**src/rtl/hazard_stall_controller_pkg.sv**
```systemverilog
// Shared definitions for the hazard/stall sequencer: FSM encodings, the x0
// register index and the packed bundle of pipeline control outputs.
package hazard_stall_controller_pkg;

  typedef enum logic [1:0] {
    RUN      = 2'd0,
    MC_BUSY  = 2'd1,
    MEM_WAIT = 2'd2
  } state_t;

  localparam int X0_IDX = 0;

  typedef struct packed {
    logic pc_write;
    logic ifid_write;
    logic ifid_flush;
    logic idex_bubble;
    logic ex_hold;
    logic mem_bubble;
    logic mem_hold;
    logic wb_bubble;
  } ctrl_t;

  localparam ctrl_t CTRL_OFF   = '{default: 1'b0};
  localparam ctrl_t CTRL_RUN   = '{pc_write: 1'b1, ifid_write: 1'b1, default: 1'b0};
  localparam ctrl_t CTRL_FLUSH = '{pc_write: 1'b1, ifid_write: 1'b1, ifid_flush: 1'b1, default: 1'b0};
  localparam ctrl_t CTRL_LU    = '{idex_bubble: 1'b1, default: 1'b0};
  localparam ctrl_t CTRL_MC    = '{ex_hold: 1'b1, mem_bubble: 1'b1, default: 1'b0};
  localparam ctrl_t CTRL_MEM   = '{ex_hold: 1'b1, mem_hold: 1'b1, wb_bubble: 1'b1, default: 1'b0};

endpackage

```
**src/rtl/hazard_stall_controller_stall_monitor.sv**
```systemverilog
// Stall statistics: saturating total stall count, consecutive-stall counter
// and a sticky timeout flag raised when the pipeline looks stuck.
module hazard_stall_controller_stall_monitor #(
  parameter int CNT_W       = 32,
  parameter int TIMEOUT_CYC = 64
) (
  input  logic             clk_i,
  input  logic             rst_i,
  input  logic             stall,
  output logic [CNT_W-1:0] stall_cycles,
  output logic             timeout
);

  localparam int TW = $clog2(TIMEOUT_CYC + 1);

  logic [TW-1:0] consec;

  always_ff @(posedge clk_i or posedge rst_i) begin
    if (rst_i) begin
      stall_cycles <= '0;
      consec       <= '0;
      timeout      <= 1'b0;
    end else if (stall) begin
      if (stall_cycles != '1) stall_cycles <= stall_cycles + CNT_W'(1);
      if (consec != TW'(TIMEOUT_CYC)) consec <= consec + TW'(1);
      // This edge completes the TIMEOUT_CYC-th consecutive stall cycle.
      if (consec == TW'(TIMEOUT_CYC - 1)) timeout <= 1'b1;
    end else begin
      consec <= '0;
    end
  end

endmodule

```
**src/rtl/hazard_stall_controller.sv**
```systemverilog
// Pipeline sequencer: resolves load-use, multi-cycle EX and MEM-busy hazards,
// drives stage enables/bubbles/holds and branch flush, and monitors stalls.
module hazard_stall_controller
  import hazard_stall_controller_pkg::*;
#(
  parameter int REG_W       = 5,
  parameter int CNT_W       = 32,
  parameter int TIMEOUT_CYC = 64
) (
  input  logic             clk_i,
  input  logic             rst_i,
  input  logic [REG_W-1:0] IDRs1_i,
  input  logic [REG_W-1:0] IDRs2_i,
  input  logic             IDUsesRs2_i,
  input  logic             EXMemRead_i,
  input  logic [REG_W-1:0] EXRd_i,
  input  logic             BranchTaken_i,
  input  logic             MCStart_i,
  input  logic             MCDone_i,
  input  logic             MemBusy_i,
  output logic             PCWrite_o,
  output logic             IFIDWrite_o,
  output logic             IFIDFlush_o,
  output logic             IDEXBubble_o,
  output logic             EXHold_o,
  output logic             MEMBubble_o,
  output logic             MEMHold_o,
  output logic             WBBubble_o,
  output logic [CNT_W-1:0] StallCycles_o,
  output logic             Timeout_o,
  output logic [1:0]       dbg_state
);

  state_t state, state_nx, ret, ret_nx, eff_state;
  logic   pend, pend_nx;
  logic   lu_hz, in_mc;
  ctrl_t  ctrl;

  assign lu_hz = EXMemRead_i && (EXRd_i != REG_W'(X0_IDX)) &&
                 ((EXRd_i == IDRs1_i) || (IDUsesRs2_i && (EXRd_i == IDRs2_i)));

  // While parked in MEM_WAIT the state to resume decides the non-busy behaviour.
  assign eff_state = (state == MEM_WAIT) ? ret : state;
  assign in_mc     = (eff_state == MC_BUSY);

  always_comb begin
    ctrl     = CTRL_RUN;
    state_nx = state;
    ret_nx   = ret;
    pend_nx  = pend;
    if (rst_i) begin
      ctrl = CTRL_OFF;
    end else if (MemBusy_i) begin
      ctrl = CTRL_MEM;
      if (state != MEM_WAIT) begin
        state_nx = MEM_WAIT;
        ret_nx   = state;
      end
      if (in_mc && MCDone_i) pend_nx = 1'b1;
    end else if (in_mc) begin
      if (pend || MCDone_i) begin
        state_nx = RUN;
        pend_nx  = 1'b0;
      end else begin
        ctrl     = CTRL_MC;
        state_nx = MC_BUSY;
      end
    end else begin
      state_nx = RUN;
      pend_nx  = 1'b0;
      if (MCStart_i && !MCDone_i) begin
        ctrl     = CTRL_MC;
        state_nx = MC_BUSY;
      end else if (lu_hz) begin
        ctrl = CTRL_LU;
      end else if (BranchTaken_i) begin
        ctrl = CTRL_FLUSH;
      end
    end
  end

  always_ff @(posedge clk_i or posedge rst_i) begin
    if (rst_i) begin
      state <= RUN;
      ret   <= RUN;
      pend  <= 1'b0;
    end else begin
      state <= state_nx;
      ret   <= ret_nx;
      pend  <= pend_nx;
    end
  end

  assign PCWrite_o    = ctrl.pc_write;
  assign IFIDWrite_o  = ctrl.ifid_write;
  assign IFIDFlush_o  = ctrl.ifid_flush;
  assign IDEXBubble_o = ctrl.idex_bubble;
  assign EXHold_o     = ctrl.ex_hold;
  assign MEMBubble_o  = ctrl.mem_bubble;
  assign MEMHold_o    = ctrl.mem_hold;
  assign WBBubble_o   = ctrl.wb_bubble;
  assign dbg_state    = state;

  hazard_stall_controller_stall_monitor #(
    .CNT_W       (CNT_W),
    .TIMEOUT_CYC (TIMEOUT_CYC)
  ) u_stall_monitor (
    .clk_i        (clk_i),
    .rst_i        (rst_i),
    .stall        (~ctrl.pc_write),
    .stall_cycles (StallCycles_o),
    .timeout      (Timeout_o)
  );

endmodule

```
**config.mk**
```make
export PLATFORM = sky130hd
export DESIGN_NAME = hazard_stall_controller
export DESIGN_NICKNAME = d
export VERILOG_FILES = /design/src/rtl/hazard_stall_controller_pkg.sv /design/src/rtl/hazard_stall_controller_stall_monitor.sv /design/src/rtl/hazard_stall_controller.sv
export SDC_FILE = /design/constraint.sdc
export NUM_CORES = 1
export LEC_CHECK = 0
export ABC_CLOCK_PERIOD_IN_PS = 2850
export CORE_AREA = 2 2 75 85
export CTS_CLUSTER_DIAMETER = 100
export DETAILED_ROUTE_END_ITERATION = 12
export DIE_AREA = 0 0 77 87
export PLACE_DENSITY = 0.75
export REMOVE_ABC_BUFFERS = 1
export SYNTH_ARGS = -nofsm -noshare
export SYNTH_HDL_FRONTEND = slang
export SYNTH_HIERARCHICAL = 1
export SYNTH_SLANG_ARGS = --single-unit
```
**constraint.sdc**
```tcl
create_clock -name clk_i -period 2.85 [get_ports clk_i]
set_input_delay 0.57 -clock clk_i [delete_from_list [all_inputs] [get_ports clk_i]]
set_output_delay 0.57 -clock clk_i [all_outputs]
set_load 0.02 [all_outputs]
```
==> results.md, run 1 <==
* Worst hold margin at 485 ps
* Pre-antenna DRT Iters at 4
* Pleak at ~1.7 nW
* Ys async rst share at 100%
* # DRC at 0
* FP Rows at 30
* GP Congestion at 0.766
* Clk_lat worst skew at 300 ps
* Max-slew violations at 0
* WL final at 5650 um
* Max-slew headroom at 65.9%
* Fillers at 547
* Vias in the first global route at approximately 2,100
* Via count at 2,095
* Grt ovf at 0
* Total track usage at between 10% and 20%
* Avg Inst Size Synth at 10.1 um2
* Met1 WL at 2400 um
* Full die area at 6700 um2
* TNS Setup at 0 ps
* # placed instances at 404
* Finished Layout Cells at 416
* Starting Density at 42.3%
* Utilization after layout at 60.0%
* Uppermost layer routed: met4
* Chip height at 87 um
* Maximum root-to-sink buffer count at 2
* Area growth from synthesis to layout at 41.8%
* Multi-input gate area at approximately 1300 um2
* PD cells at 512 nW/um2
* Critical path required time at 2280 ps
* Routed wire per std cell at 13.6 um
* Hold Buf Count CTS at 0
* Startpoint types: primary input
* Ys flop type: dfrtp_1
* Crit Path Category: in -> out
* Mapped Area at 2510 um2
* Worst Max-Slew Pin Slew at between 500 and 600 ps
* Final period util at ~97%
* # diodes at 0
* Wire length on met2 at 2850 um
* F_max at 361 MHz
* Minimum clock period at 2770 ps
* Initial antenna violation count at 0
* H-tree levels at 2
* HP Class: reg -> reg
* CTS tree: built
* Post-synth EDFFs at 0
* Crit path max fanout at 4
* Dpl ws at -438 ps
* Critical Path End Type: output port
* PortBufs at 65
* Worst VDD drop at 0.372 mV
* Drt initial violations at 97
* #FFs+latches synth at 45
* Total of max-cap violations at 0
* Clock transition at path regs at around 80 ps
* Post-synthesis sequential area ratio at roughly 45%
* Die X at 77 um
* HPWL after DPL at 4140 um
* FF+latch area at approximately 1100 um2
* Yosys warning count at 6
* Final Hold Fails at 0
* Skew final at just over 5 ps
* Arrival @ worst endpoint at 2200 ps
* CTS buffer count at 5
* Finish-stage setup viols at 0
* Pin count of the biggest net entering global routing at about 40
* Met3 routed WL at 272 um
* Vias per cell at 5.04
* Layout cell share with drive strength beyond 1 at 16.7%
* Fin nets at 362
* Final WS setup at roughly 79 ps
* Post-synthesis cell count at 248
* Core area at 5930 um2
* Status: finished, final reports clean
* CTS root buf: clkbuf_8
* First-pass GRT wire length at 9690 um
* Routed Antenna Nets at 0
* Io pins at 66
* CTS sink cnt at 45
* Netlist cell types at 48
==> layer usage <==
metal / track usage, % / up-vias
met5: 0 / -
met4: 7.63 / 0
met3: 4.25 / 10
met2: 31.7 / 53
met1: 21.7 / 999
li1: - / 1033
==> cell usage after synthesis (2+ instances only) <==
cell     instances  share of area (%)
nor4_1           4                1.0
nor2_1          23                3.4
nand2_1         17                2.5
nor3_1          12                2.4
a21oi_1          5                1.0
dfrtp_1         45                 45
o21ai_0          4               0.80
nand4_1          9                2.2
buf_6            2               0.90
buf_4            2               0.60
nand3_1         12                2.4
or2_1            2               0.50
nor2b_1          4                1.0
o21a_1           2               0.60
and2_1           6                1.5
mux2i_1          3                1.2
ha_1             3                1.5
and4_1           3                1.0
xor2_1          24                8.4
xnor2_1         18                6.3
nand4_2          2                1.0
inv_1           15                2.2
and3_1           5                1.2
a31oi_1          2               0.50
==> cells in the final DEF, fill, tap and decap left out, drive strengths merged, types with 10 or more instances in the layout <==
cell	n
xor2	24
inv	15
nor3	13
nand4	11
dlymetal6s2s	10
nand3	13
xnor2	18
dfrtp	45
buf	23
clkdlybuf4s50	48
nand2	17
nor2	23
==> cell families after synthesis <==
family	after synthesis	share of synthesized area [%]
AOI/OAI and AO/OA	21	6.58
xor gates and xnor gates	42	14.7
adders and majority gates	3	1.50
buffers and inverters	20	3.94
DFF	45	44.9
muxes	4	1.65
and+or+nand+nor	113	26.8
==> critical path, cell delays in order <==
cell             delay (ps)
clkdlybuf4s50_1         470
xor2_1                  190
nor3_2                   70
a32oi_2                 300
buf_4                   170
o311a_1                 170
clkdlybuf4s15_2         270
==> path summary, 6_finish.rpt <==
| check | from | to | slack (ps) | cells after the start |
|---|---|---|---|---|
| hold reg to reg | u_stall_monitor/timeout | u_stall_monitor/timeout | 480 | 1 |
| hold / removal | u_stall_monitor/timeout | u_stall_monitor/timeout | 480 | 1 |
| max in group asynchronous | rst_i | u_stall_monitor/consec[4] | 1610 | 4 |
| min in group asynchronous | rst_i | dbg_state[0] | 730 | 4 |
| setup / recovery | IDRs1_i[2] | PCWrite_o | 80 | 7 |
| setup reg to reg | dbg_state[0] | u_stall_monitor/stall_cycles[26] | 120 | 9 |
==> timing repair <==
| item | CTS | global route |
|---|---|---|
| setup endpoints to repair | 13 | 32 |
| gates resized for setup | 22 | 21 |
| buffers inserted | 3 | 3 |
| pin swaps | 3 | 9 |
==> where the power goes <==
group,switching (W),internal [W]
logic,0.000251,0.000267
registers,0.000111,0.000724
clock network,0.000214,0.000255
==> state kept, by name (all words and copies together), names as in the netlist <==
name	flops
dbg_state	2
pend	1
u_stall_monitor/timeout	1
u_stall_monitor/consec	7
ret	2
u_stall_monitor/stall_cycles	32
==> stage by stage <==
stage | total power, W | instance area, um2
after floorplan | 0.00112 | 2470
after global placement | 0.00135 | 3340
after detailed placement | 0.00136 | 3340
after CTS | 0.00183 | 3490
after global routing | 0.00192 | 3560
final | 0.00182 | 3560
==> final cells by class <==
class | count | area share [%]
inverter | 15 | 1.58
clock buffer | 5 | 1.93
multi-input combinational | 183 | 37.9
sequential | 45 | 31.6
timing repair buffer | 86 | 23.2
tap | 80 | 2.81
clock inverter | 2 | 0.985
Note: power is estimated with default switching activity, not from simulation.
==> run 2, diff against run 1 <==
--- a/config.mk
+++ b/config.mk
@@ -5,13 +5,15 @@
 export SDC_FILE = /design/constraint.sdc
 export NUM_CORES = 1
 export LEC_CHECK = 0
-export ABC_CLOCK_PERIOD_IN_PS = 2850
-export CORE_AREA = 2 2 75 85
+export ABC_CLOCK_PERIOD_IN_PS = 3050
+export CORE_AREA = 2 2 75 84
 export CTS_CLUSTER_DIAMETER = 100
 export DETAILED_ROUTE_END_ITERATION = 12
-export DIE_AREA = 0 0 77 87
-export PLACE_DENSITY = 0.75
+export DIE_AREA = 0 0 77 86
+export GPL_TIMING_DRIVEN = 1
+export PLACE_DENSITY = 0.73
 export REMOVE_ABC_BUFFERS = 1
+export SKIP_CTS_REPAIR_TIMING = 1
 export SYNTH_ARGS = -nofsm -noshare
 export SYNTH_HDL_FRONTEND = slang
 export SYNTH_HIERARCHICAL = 1
==> constraint.sdc (replaced) <==
create_clock -name clk_i -period 3.05 [get_ports clk_i]
set_input_delay 0.61 -clock clk_i [delete_from_list [all_inputs] [get_ports clk_i]]
set_output_delay 0.61 -clock clk_i [all_outputs]
set_load 0.02 [all_outputs]
==> run 2 against run 1 <==
Routed wire length is 3.7% lower; global-route usage is 1.2 points lower; sequential cell count stayed put; die area is 1.1% lower; clock skew hardly changed; final cell count is 1.9% lower; combinational power is 7.9% lower; worst hold slack hardly changed; utilization is 0.19 points higher; sequential share of layout area is 0.99 points higher; critical endpoint unchanged; largest cell class unchanged.
==> results.md, run 2 (synthesized netlist as in run 1, its figures left out) <==
* Finish-stage setup viols at 0 (unchanged)
* Clock transition at path regs at 80 ps (about the same)
* Full die area at 6620 um2 (-1.1%)
* CTS buffer count at 5 (unchanged)
* Worst Max-Slew Pin Slew at 504 ps (-7.90 ps)
* Critical Path End Type: output port
* Pre-antenna DRT Iters at 4 (unchanged)
* Worst hold margin at 485 ps (+0.00200 ps)
* CP peak stage delay at 450 ps (-20 ps)
* PortBufs at 65 (unchanged)
* CTS sink cnt at 45 (unchanged)
* Minimum clock period at about 2900 ps
* Initial antenna violation count at 0 (unchanged)
* Total track usage at 17.0% (-1.2 points)
* Clk_lat worst skew at 290 ps (about the same)
* GP Congestion at 0.860 (+12%)
* Grt ovf at 0 (unchanged)
* # diodes at 0 (unchanged)
* Commonest non-fill, non-tap cell in the layout: clkdlybuf4s50_1
* Layout cell share with drive strength beyond 1 at 12.4% (-4.3 points)
* Highest-count cells in the layout ignoring fill and taps: clkdlybuf4s50_1 (59), dfrtp_1 (45), xor2_1 (24)
* CTS tree: built
* Critical-path top delay cell: clkdlybuf4s50_1
* Critical path required time at 2440 ps (+160 ps)
* Pleak at 1.64 nW (-3.2%)
* Vias in the first global route at 2,087 (-2.0%)
* HP Class: reg -> reg
* WL final at 5440 um (-3.7%)
* Fillers at 529 (-3.3%)
* Final period util at 96.6%
* Via count at 2,060 (-1.7%)
* Core area at 5730 um2 (-3.3%)
* Io pins at 66 (unchanged)
* Die X at 77 um (unchanged)
* Biggest regs: u_stall_monitor/stall_cycles (32), u_stall_monitor/consec (7)
* Routed wire per std cell at 13.3 um (-1.8%)
* Largest Register: u_stall_monitor/stall_cycles
* First-pass GRT wire length at 9260 um (-4.4%)
* HPWL after DPL at 4150 um (+0.25%)
* FF+latch area at 1130 um2 (unchanged)
* Crit Path Category: in -> out
* Startpoint types: primary input
* Crit path cell chain: clkdlybuf4s50_1 -> xor2_1 -> nor4_2 -> a32oi_2 -> o311a_1 -> dlymetal6s2s_1
* Pin count of the biggest net entering global routing at 41 (unchanged)
* Worst VDD drop at 0.247 mV (-34%)
* Routed Antenna Nets at 0 (unchanged)
* Multi-input gate area at 1310 um2 (-3.2%)
* FP Rows at 29 (-3.3%)
* CTS root buf: clkbuf_8
* Worst setup path start: EXRd_i[3]
* Tot Pwr at 0.00159 W (-13%)
* Maximum root-to-sink buffer count at 2 (unchanged)
* Hold_sp: u_stall_monitor/timeout
* Total of max-cap violations at 0 (unchanged)
* Arrival @ worst endpoint at 2340 ps (+140 ps)
* Max reg flops at 32 (unchanged)
* # DRC at 0 (unchanged)
* Skew final at 5.49 ps (+0.432 ps)
* Final Hold Fails at 0 (unchanged)
* Fin nets at 358 (-1.1%)
* Crit path max fanout at 4 (unchanged)
* Max-slew headroom at 66.4% (+0.53 points)
* Reg-to-Reg Start: dbg_state[0]
* H-tree levels at 2 (unchanged)
* Drt initial violations at 144 (+48%)
* Chip height at 86 um (-1.1%)
* PD cells at 461 nW/um2 (-10%)
* Vias per cell at 5.05 (+0.26%)
* Starting Density at 43.8% (+1.5 points)
* TNS Setup at 0 ps (unchanged)
* Max-slew violations at 0 (unchanged)
* Status: finished, final reports clean
* Area growth from synthesis to layout at 37.6%
* F_max at approximately 340 MHz
[run 2: cell types whose count changed in the layout (fill, tap and decap cells not counted), sizes merged]
cell           before  now
bufinv              1    0
clkdlybuf4s15       4    0
dlymetal6s2s       10    6
clkbuf              6    5
buf                23   17
clkdlybuf4s50      48   59
[run 2: layout make-up]
class                   count  area share (%)
multi-input cells         183            37.8
flip-flops and latches     45            32.6
repair buffers             82            23.0
well taps                  77            2.79
clock buffers               5            1.99
inverters                  15            1.63
clock inverters             1           0.145
[run 2: through the flow]
stage               area [um2]  std cells  worst slack [ps]  utilization (%)
floorplan                 2470        243              -982                -
global placement          3350        402              -241             58.4
detailed placement        3350        402              -295             58.4
CTS                       3420        408              -295             59.7
global route              3450        408             -35.2             60.2
finish                    3450        408               104             60.2
[run 2: final timing paths]
path,end,slack [ps],cells past startpoint
min in group asynchronous,ret[0],780,4
worst min register to register,u_stall_monitor/timeout,480,1
worst max register to register,u_stall_monitor/stall_cycles[27],490,9
max in group asynchronous,u_stall_monitor/stall_cycles[9],1770,4
worst max-delay path,PCWrite_o,100,6
worst min-delay path,u_stall_monitor/timeout,480,1
[run 2: metal layers]
| metal | vias up | track usage (%) | part of all wire (%) |
|---|---|---|---|
| met1 | 985 | 21.4 | 45 |
| met4 | 0 | 5.84 | 1.7 |
| met3 | 6 | 2.32 | 3.6 |
| li1 | 1026 | - | - |
| met2 | 43 | 30.2 | 50 |
| met5 | - | 0 | 0 |
[run 2: where the power goes]
group          leakage [nW]  internal [W]  switching (W)
registers             0.584      0.000677       0.000102
logic                  1.02      0.000247       0.000229
clock network        0.0399      0.000151       0.000184
total                  1.64       0.00108       0.000516
[run 2: critical path: cells and delay by family]
family | cells | cell delay (ps)
buffers and inverters | 2 | 660
AOI/OAI and AO/OA | 2 | 540
xor gates and xnor gates | 1 | 190
and+or+nand+nor | 1 | 320
